## config.mk

```make
export PLATFORM = sky130hd
export DESIGN_NAME = dmem_bus_arbiter
export DESIGN_NICKNAME = d
export VERILOG_FILES = /design/src/rtl/dmem_arb_pkg.sv /design/src/rtl/dmem_bus_arbiter_rr_arb2.sv /design/src/rtl/dmem_bus_arbiter.sv
export SDC_FILE = /design/constraint.sdc
export NUM_CORES = 1
export LEC_CHECK = 0
export ABC_AREA = 1
export BUFFER_PORTS_ARGS = -buffer_cell sky130_fd_sc_hd__buf_2
export CAP_MARGIN = 25
export CORE_MARGIN = 1.5
export CORE_UTILIZATION = 52
export DETAILED_ROUTE_END_ITERATION = 6
export PLACE_DENSITY = 0.84
export SYNTH_ARGS = -nofsm -noshare
export SYNTH_HDL_FRONTEND = slang
export SYNTH_SLANG_ARGS = --single-unit
```

## constraint.sdc

```tcl
create_clock -name clk -period 2.45 [get_ports clk]
set_clock_uncertainty 0.1 [all_clocks]
set_input_delay 0.1225 -clock clk [delete_from_list [all_inputs] [get_ports clk]]
set_output_delay 0.1225 -clock clk [all_outputs]
set_load 0.02 [all_outputs]
```

## src/rtl/dmem_arb_pkg.sv

```systemverilog
// Shared types for the data-memory bus arbiter: FSM state encoding and port indices.
package dmem_arb_pkg;

    typedef enum logic [1:0] {
        ST_IDLE   = 2'd0,
        ST_ACCESS = 2'd1,
        ST_RESP   = 2'd2
    } arb_state_t;

    localparam logic PORT_CPU = 1'b0;
    localparam logic PORT_IO  = 1'b1;

endpackage

```

## src/rtl/dmem_bus_arbiter_rr_arb2.sv

```systemverilog
// Combinational two-way round-robin picker: a lone requester wins, a tie goes
// to the port that was not granted last.
module rr_arb2
    import dmem_arb_pkg::*;
(
    input  logic [1:0] req,
    input  logic       last_gnt,
    output logic       gnt_idx,
    output logic       any_req
);

    always_comb begin
        any_req = |req;
        gnt_idx = PORT_CPU;
        if (req == 2'b11) begin
            gnt_idx = ~last_gnt;
        end else if (req[1]) begin
            gnt_idx = PORT_IO;
        end
    end

endmodule

```

## src/rtl/dmem_bus_arbiter.sv

```systemverilog
// Shares one data memory between the CPU port (0) and the IO/DMA port (1).
// Optional macro DMEM_ARB_LOCK_EN adds p0_lock/p1_lock for back-to-back locked transfers.
module dmem_bus_arbiter
    import dmem_arb_pkg::*;
#(
    parameter int AW      = 32,
    parameter int DW      = 32,
    parameter int ACC_CYC = 1
)(
    input  logic          clk,
    input  logic          reset,
    input  logic          p0_req,
    input  logic          p0_wr,
    input  logic [AW-1:0] p0_addr,
    input  logic [DW-1:0] p0_wdata,
    output logic          p0_ack,
    output logic [DW-1:0] p0_rdata,
    input  logic          p1_req,
    input  logic          p1_wr,
    input  logic [AW-1:0] p1_addr,
    input  logic [DW-1:0] p1_wdata,
    output logic          p1_ack,
    output logic [DW-1:0] p1_rdata,
`ifdef DMEM_ARB_LOCK_EN
    input  logic          p0_lock,
    input  logic          p1_lock,
`endif
    output logic          dm_cs,
    output logic          dm_rd,
    output logic          dm_wr,
    output logic [AW-1:0] dm_address,
    output logic [DW-1:0] dm_d_in,
    input  logic [DW-1:0] dm_out,
    output logic          busy
);

    localparam int             CNT_W    = $clog2(ACC_CYC + 1);
    localparam logic [CNT_W-1:0] CNT_LAST = CNT_W'(ACC_CYC - 1);

    arb_state_t       r_state, w_state_nxt;
    logic             r_last_gnt, r_gnt, r_wr;
    logic [AW-1:0]    r_addr;
    logic [DW-1:0]    r_wdata, r_rdata;
    logic [CNT_W-1:0] r_cnt;

    logic             r_p0_ack, r_p1_ack, r_dm_cs, r_dm_rd, r_dm_wr;
    logic [DW-1:0]    r_p0_rdata, r_p1_rdata, r_dm_d_in;
    logic [AW-1:0]    r_dm_address;

    logic             w_any_req, w_rr_idx, w_grant, w_sel, w_acc_last, w_wr_nxt;
    logic             w_go_acc, w_go_resp;
    logic [AW-1:0]    w_addr_nxt;
    logic [DW-1:0]    w_wdata_nxt, w_rdata_nxt;

    rr_arb2 u_rr_arb2 (
        .req      ({p1_req, p0_req}),
        .last_gnt (r_last_gnt),
        .gnt_idx  (w_rr_idx),
        .any_req  (w_any_req)
    );

    // NOTE: every always_comb output gets a default first so no path infers a latch.
    always_comb begin
        w_state_nxt = r_state;
        w_grant     = 1'b0;
        w_sel       = w_rr_idx;
        w_acc_last  = (r_state == ST_ACCESS) && (r_cnt == CNT_LAST);
        case (r_state)
            ST_IDLE: begin
                if (w_any_req) begin
                    w_grant     = 1'b1;
                    w_state_nxt = ST_ACCESS;
                end
            end
            ST_ACCESS: begin
                if (w_acc_last) w_state_nxt = ST_RESP;
            end
            ST_RESP: begin
                w_state_nxt = ST_IDLE;
`ifdef DMEM_ARB_LOCK_EN
                // Locked owner re-enters ACCESS directly; last_gnt is left alone.
                if ((r_gnt == PORT_IO) ? (p1_lock && p1_req) : (p0_lock && p0_req)) begin
                    w_grant     = 1'b1;
                    w_sel       = r_gnt;
                    w_state_nxt = ST_ACCESS;
                end
`endif
            end
            default: w_state_nxt = ST_IDLE;
        endcase

        w_wr_nxt    = r_wr;
        w_addr_nxt  = r_addr;
        w_wdata_nxt = r_wdata;
        if (w_grant) begin
            w_wr_nxt    = w_sel ? p1_wr    : p0_wr;
            w_addr_nxt  = w_sel ? p1_addr  : p0_addr;
            w_wdata_nxt = w_sel ? p1_wdata : p0_wdata;
        end
        w_rdata_nxt = (w_acc_last && !r_wr) ? dm_out : r_rdata;
    end

    assign w_go_acc  = (w_state_nxt == ST_ACCESS);
    assign w_go_resp = (w_state_nxt == ST_RESP);

    // NOTE: sequential state uses non-blocking assignments so all registers update together.
    always_ff @(posedge clk) begin
        if (!reset) begin
            r_state      <= ST_IDLE;
            r_last_gnt   <= PORT_IO;
            r_gnt        <= PORT_CPU;
            r_wr         <= 1'b0;
            r_addr       <= '0;
            r_wdata      <= '0;
            r_rdata      <= '0;
            r_cnt        <= '0;
            r_p0_ack     <= 1'b0;
            r_p1_ack     <= 1'b0;
            r_p0_rdata   <= '0;
            r_p1_rdata   <= '0;
            r_dm_cs      <= 1'b0;
            r_dm_rd      <= 1'b0;
            r_dm_wr      <= 1'b0;
            r_dm_address <= '0;
            r_dm_d_in    <= '0;
        end else begin
            r_state <= w_state_nxt;
            if (w_grant) begin
                r_gnt   <= w_sel;
                r_wr    <= w_wr_nxt;
                r_addr  <= w_addr_nxt;
                r_wdata <= w_wdata_nxt;
                r_cnt   <= '0;
            end else if (r_state == ST_ACCESS) begin
                r_cnt <= r_cnt + 1'b1;
            end
            if (w_grant && (r_state == ST_IDLE)) r_last_gnt <= w_sel;
            r_rdata <= w_rdata_nxt;

            // Outputs are registered from the next state so they align with it.
            r_dm_cs      <= w_go_acc;
            r_dm_rd      <= w_go_acc && !w_wr_nxt;
            r_dm_wr      <= w_go_acc && w_wr_nxt;
            r_dm_address <= w_go_acc ? w_addr_nxt : '0;
            r_dm_d_in    <= (w_go_acc && w_wr_nxt) ? w_wdata_nxt : '0;
            r_p0_ack     <= w_go_resp && (r_gnt == PORT_CPU);
            r_p1_ack     <= w_go_resp && (r_gnt != PORT_CPU);
            r_p0_rdata   <= (w_go_resp && (r_gnt == PORT_CPU) && !r_wr) ? w_rdata_nxt : '0;
            r_p1_rdata   <= (w_go_resp && (r_gnt != PORT_CPU) && !r_wr) ? w_rdata_nxt : '0;
        end
    end

    assign p0_ack     = r_p0_ack;
    assign p1_ack     = r_p1_ack;
    assign p0_rdata   = r_p0_rdata;
    assign p1_rdata   = r_p1_rdata;
    assign dm_cs      = r_dm_cs;
    assign dm_rd      = r_dm_rd;
    assign dm_wr      = r_dm_wr;
    assign dm_address = r_dm_address;
    assign dm_d_in    = r_dm_d_in;
    assign busy       = (r_state != ST_IDLE);

endmodule
```

==> results.cfg <==
[synthesis]
synthesis.nets = 1114
post_synth.cell_area_avg_sq_um = 8.34
flip_flop_and_latch_count_after_synthesis = 235
synth.yosys.warnings = 0
post_synth_inst_count = 948
portion_of_the_post_synthesis_area_used_by_sequential_elements = 0.595
yosysUniqueCellTypes = 23
synthesis.area_sq_um = 7910

[setup_path]
worstPathMaxFanout = 51
worst-endpoint-arrival_ns = 2.55
cp_num_cells = 8
critical_path.endpoint_type = flip-flop
worst_r2r_path_depth = 8
critPathRequiredTime_ns = 2.71
critical_path_start_end_classification = reg -> reg
crit_path_max_incr_delay_ns = 0.60
critPathLaunchType = flip-flop
path_buf_inv = 3
timing.critical_path.max_delay_family = buffers and inverters
r2r_slack_ns = 0.16
cp_slowest_cell = sky130_fd_sc_hd__dlygate4sd3_1
path_cells = inv_1 -> nand2_1 -> nor2_4 -> buf_4 -> nand3_1 -> dlygate4sd3_1 -> o21ai_1 -> nor2_1

[cells_and_area]
utilization = 0.804
post_route_cells_drive_above_1_share = 0.272
finish.net_count = 1552
area_delta_synth_final_pct = 49.4

[global_routing]
grt_antenna_before_repair = 2
first_pass_grt_wire_length_microns = 41400
grt_max_degree = 54
grt_pass1_vias = 8552
globalRouteOverflowTotal = 0
global_route.usage.total = 0.323

[power]
power_per_standard_cell_area_nw_per_um2 = 798
irDropWorstVdd_mv = 0.584
report.power.total_w = 0.00942
p_leak_nw = 5.75

[routing]
via_count = 8305
ant_nets = 0
routed_wirelength_microns = 26400
route.detailed.wl_per_inst_microns = 16.6
avgViaCountPerCell = 5.23
drc_errors = 0
drt_iter0_drc = 572
drtPass1Iterations = 6

[place]
buffer_ports.inserted = 299
hpwlAfterDp_microns = 13000
dpl_worst_slack_ns = 0.675
gp_congestion = 0.816

[timing]
setup_total_negative_slack_ns = 0
actual_transition_at_the_worst_max_transition_pin_ns = 0.792
final-max-slew-violation-count = 0
post_layout_min_period_ns = 2.29
finalCritPeriodShare = 0.936
setup_viol_count_final = 0
max-slew-margin-rel = 0.471
finalHoldViolCount = 0
postLayoutSetupSlackWorst_ns = 0.158
rsz_0062_raised_after_global_routing = false
clock.fmax_ghz = 0.436

[flow_run]
maxCapViolations = 0

[die]
ios = 300
floorplan.core_area_sq_um = 14700
num_rows = 44
die_w_microns = 126
floorplan.die_area_sq_um = 16000
floorplan.initialDensity = 0.538
die_height_microns = 126

[min_path]
min_path_cells = 5
timing.hold.worst.class = in -> reg

[clock_network]
cts_tree = done
latest_clock_arrival_within_the_worst_skew_pair_ns = 0.50
numCtsBuffers = 23
cts.clk_slew.worst_paths_ns = 0.07
numClockSinks = 235
ctsRootBufferMaster = sky130_fd_sc_hd__clkbuf_16
ctsHtreeMaxLevel = 1
cts.repair_timing.setup_buffer_count = 0
cts_buffer_depth = 3

[outcome]
run_status = finished, final reports clean
## state kept, by name, indices dropped and copies added (netlist names)
signal and cells:
r_wdata 32, r_cnt 1, dm_d_in 32, r_addr 32, r_state 2, p0_ack 1
r_gnt 1, dm_address 32, p1_ack 1, r_rdata 32, r_last_gnt 1, p0_rdata 32
dm_wr 1, p1_rdata 32, r_wr 1, dm_cs 1, dm_rd 1
## tightest hold or removal path, cell delays in order
cell and delay (ns):
sky130_fd_sc_hd__buf_2 0.07, sky130_fd_sc_hd__nand3_1 0.07, sky130_fd_sc_hd__nand3_1 0.16, sky130_fd_sc_hd__nand2_1 0.07
sky130_fd_sc_hd__nor2_1 0.08
## Yosys cell counts
cell type                  instances  area, sq um
sky130_fd_sc_hd__nand2_2           4         25.0
sky130_fd_sc_hd__nor2_4            1         11.3
sky130_fd_sc_hd__inv_2             5         18.8
sky130_fd_sc_hd__nor2_2            3         18.8
sky130_fd_sc_hd__dfxtp_1         235         4700
sky130_fd_sc_hd__a21oi_1          47          235
sky130_fd_sc_hd__o22ai_1           1         6.26
sky130_fd_sc_hd__buf_6             5         56.3
sky130_fd_sc_hd__nor3_1            2         10.0
sky130_fd_sc_hd__inv_1            71          267
sky130_fd_sc_hd__a21oi_2          20          175
sky130_fd_sc_hd__buf_2            17         85.1
sky130_fd_sc_hd__o21ai_0          30          150
sky130_fd_sc_hd__clkbuf_1         20         75.1
sky130_fd_sc_hd__buf_1             5         18.8
sky130_fd_sc_hd__nand3_4           1         17.5
sky130_fd_sc_hd__clkbuf_2          1         5.00
sky130_fd_sc_hd__o21ai_1          65          325
sky130_fd_sc_hd__buf_4            11         82.6
sky130_fd_sc_hd__nand3_1          71          355
sky130_fd_sc_hd__a21oi_4           1         16.3
sky130_fd_sc_hd__nor2_1          162          608
sky130_fd_sc_hd__nand2_1         170          638
## cell families after synthesis
group | Yosys count | share of synthesized area
simple gates | 414 | 0.213
buf+inv | 135 | 0.0769
compound gates | 164 | 0.115
flops | 235 | 0.595
## cell usage in the layout (no fill, tap or decap), drive strengths merged
master,netlist,routed
nand2,174,174
dlygate4sd3,0,161
a21oi,68,68
clkinv,0,3
dfxtp,235,235
buf,38,311
o22ai,1,1
inv,76,76
clkbuf,21,37
o21ai,95,95
nor3,2,2
diode,0,2
bufinv,0,2
nand3,72,72
nor2,166,166
## power by group
group / switching, W / internal, W / leakage [nW]
combinational: 0.000985 / 0.000679 / 3.45
clock: 0.00143 / 0.00213 / 0.377
sequential: 0.0000935 / 0.00410 / 1.92
total: 0.00251 / 0.00691 / 5.75
## per-layer routing
layer	wire length (microns)	global-route usage	vias to the layer above
met5	0	0	-
met4	1600	0.196	0
met3	1990	0.0700	134
met2	13500	0.593	472
met1	9290	0.338	3822
li1	-	-	3877
## path summary, 6_finish.rpt
check                  start           to
hold / removal         p1_wr         r_wr
setup / recovery  r_state[0]  dm_d_in[26]
setup reg to reg  r_state[0]  dm_d_in[26]
hold reg to reg        r_gnt       p0_ack
## layout make-up
type,count,area [sq um]
Timing Repair Buffer,472,3220
Tap cell,184,230
Antenna cell,2,5.00
Clock buffer,37,688
Fill cell,848,2890
Sequential cell,235,4700
Multi-Input combinational cell,578,2600
Clock inverter,5,78.8
Inverter,76,287
## through the flow
| step | cell area (sq um) | hold WS (ns) | instances |
|---|---|---|---|
| global placement | 9430 | 0.256 | 1384 |
| detailed placement | 9430 | 0.267 | 1384 |
| floorplan | 7910 | 0.107 | 948 |
| CTS | 11800 | 0.00345 | 1587 |
| global route | 11800 | 0.0466 | 1589 |
| finish | 11800 | 0.0129 | 1589 |
## repair_timing
| item | CTS | global route |
|---|---|---|
| hold buffers | 161 | 0 |
| endpoints found under the setup margin | 0 | 17 |
| gates resized for setup | 0 | 1 |
| hold endpoints to repair | 228 | 0 |
Note: power is estimated with default switching activity, not from simulation.
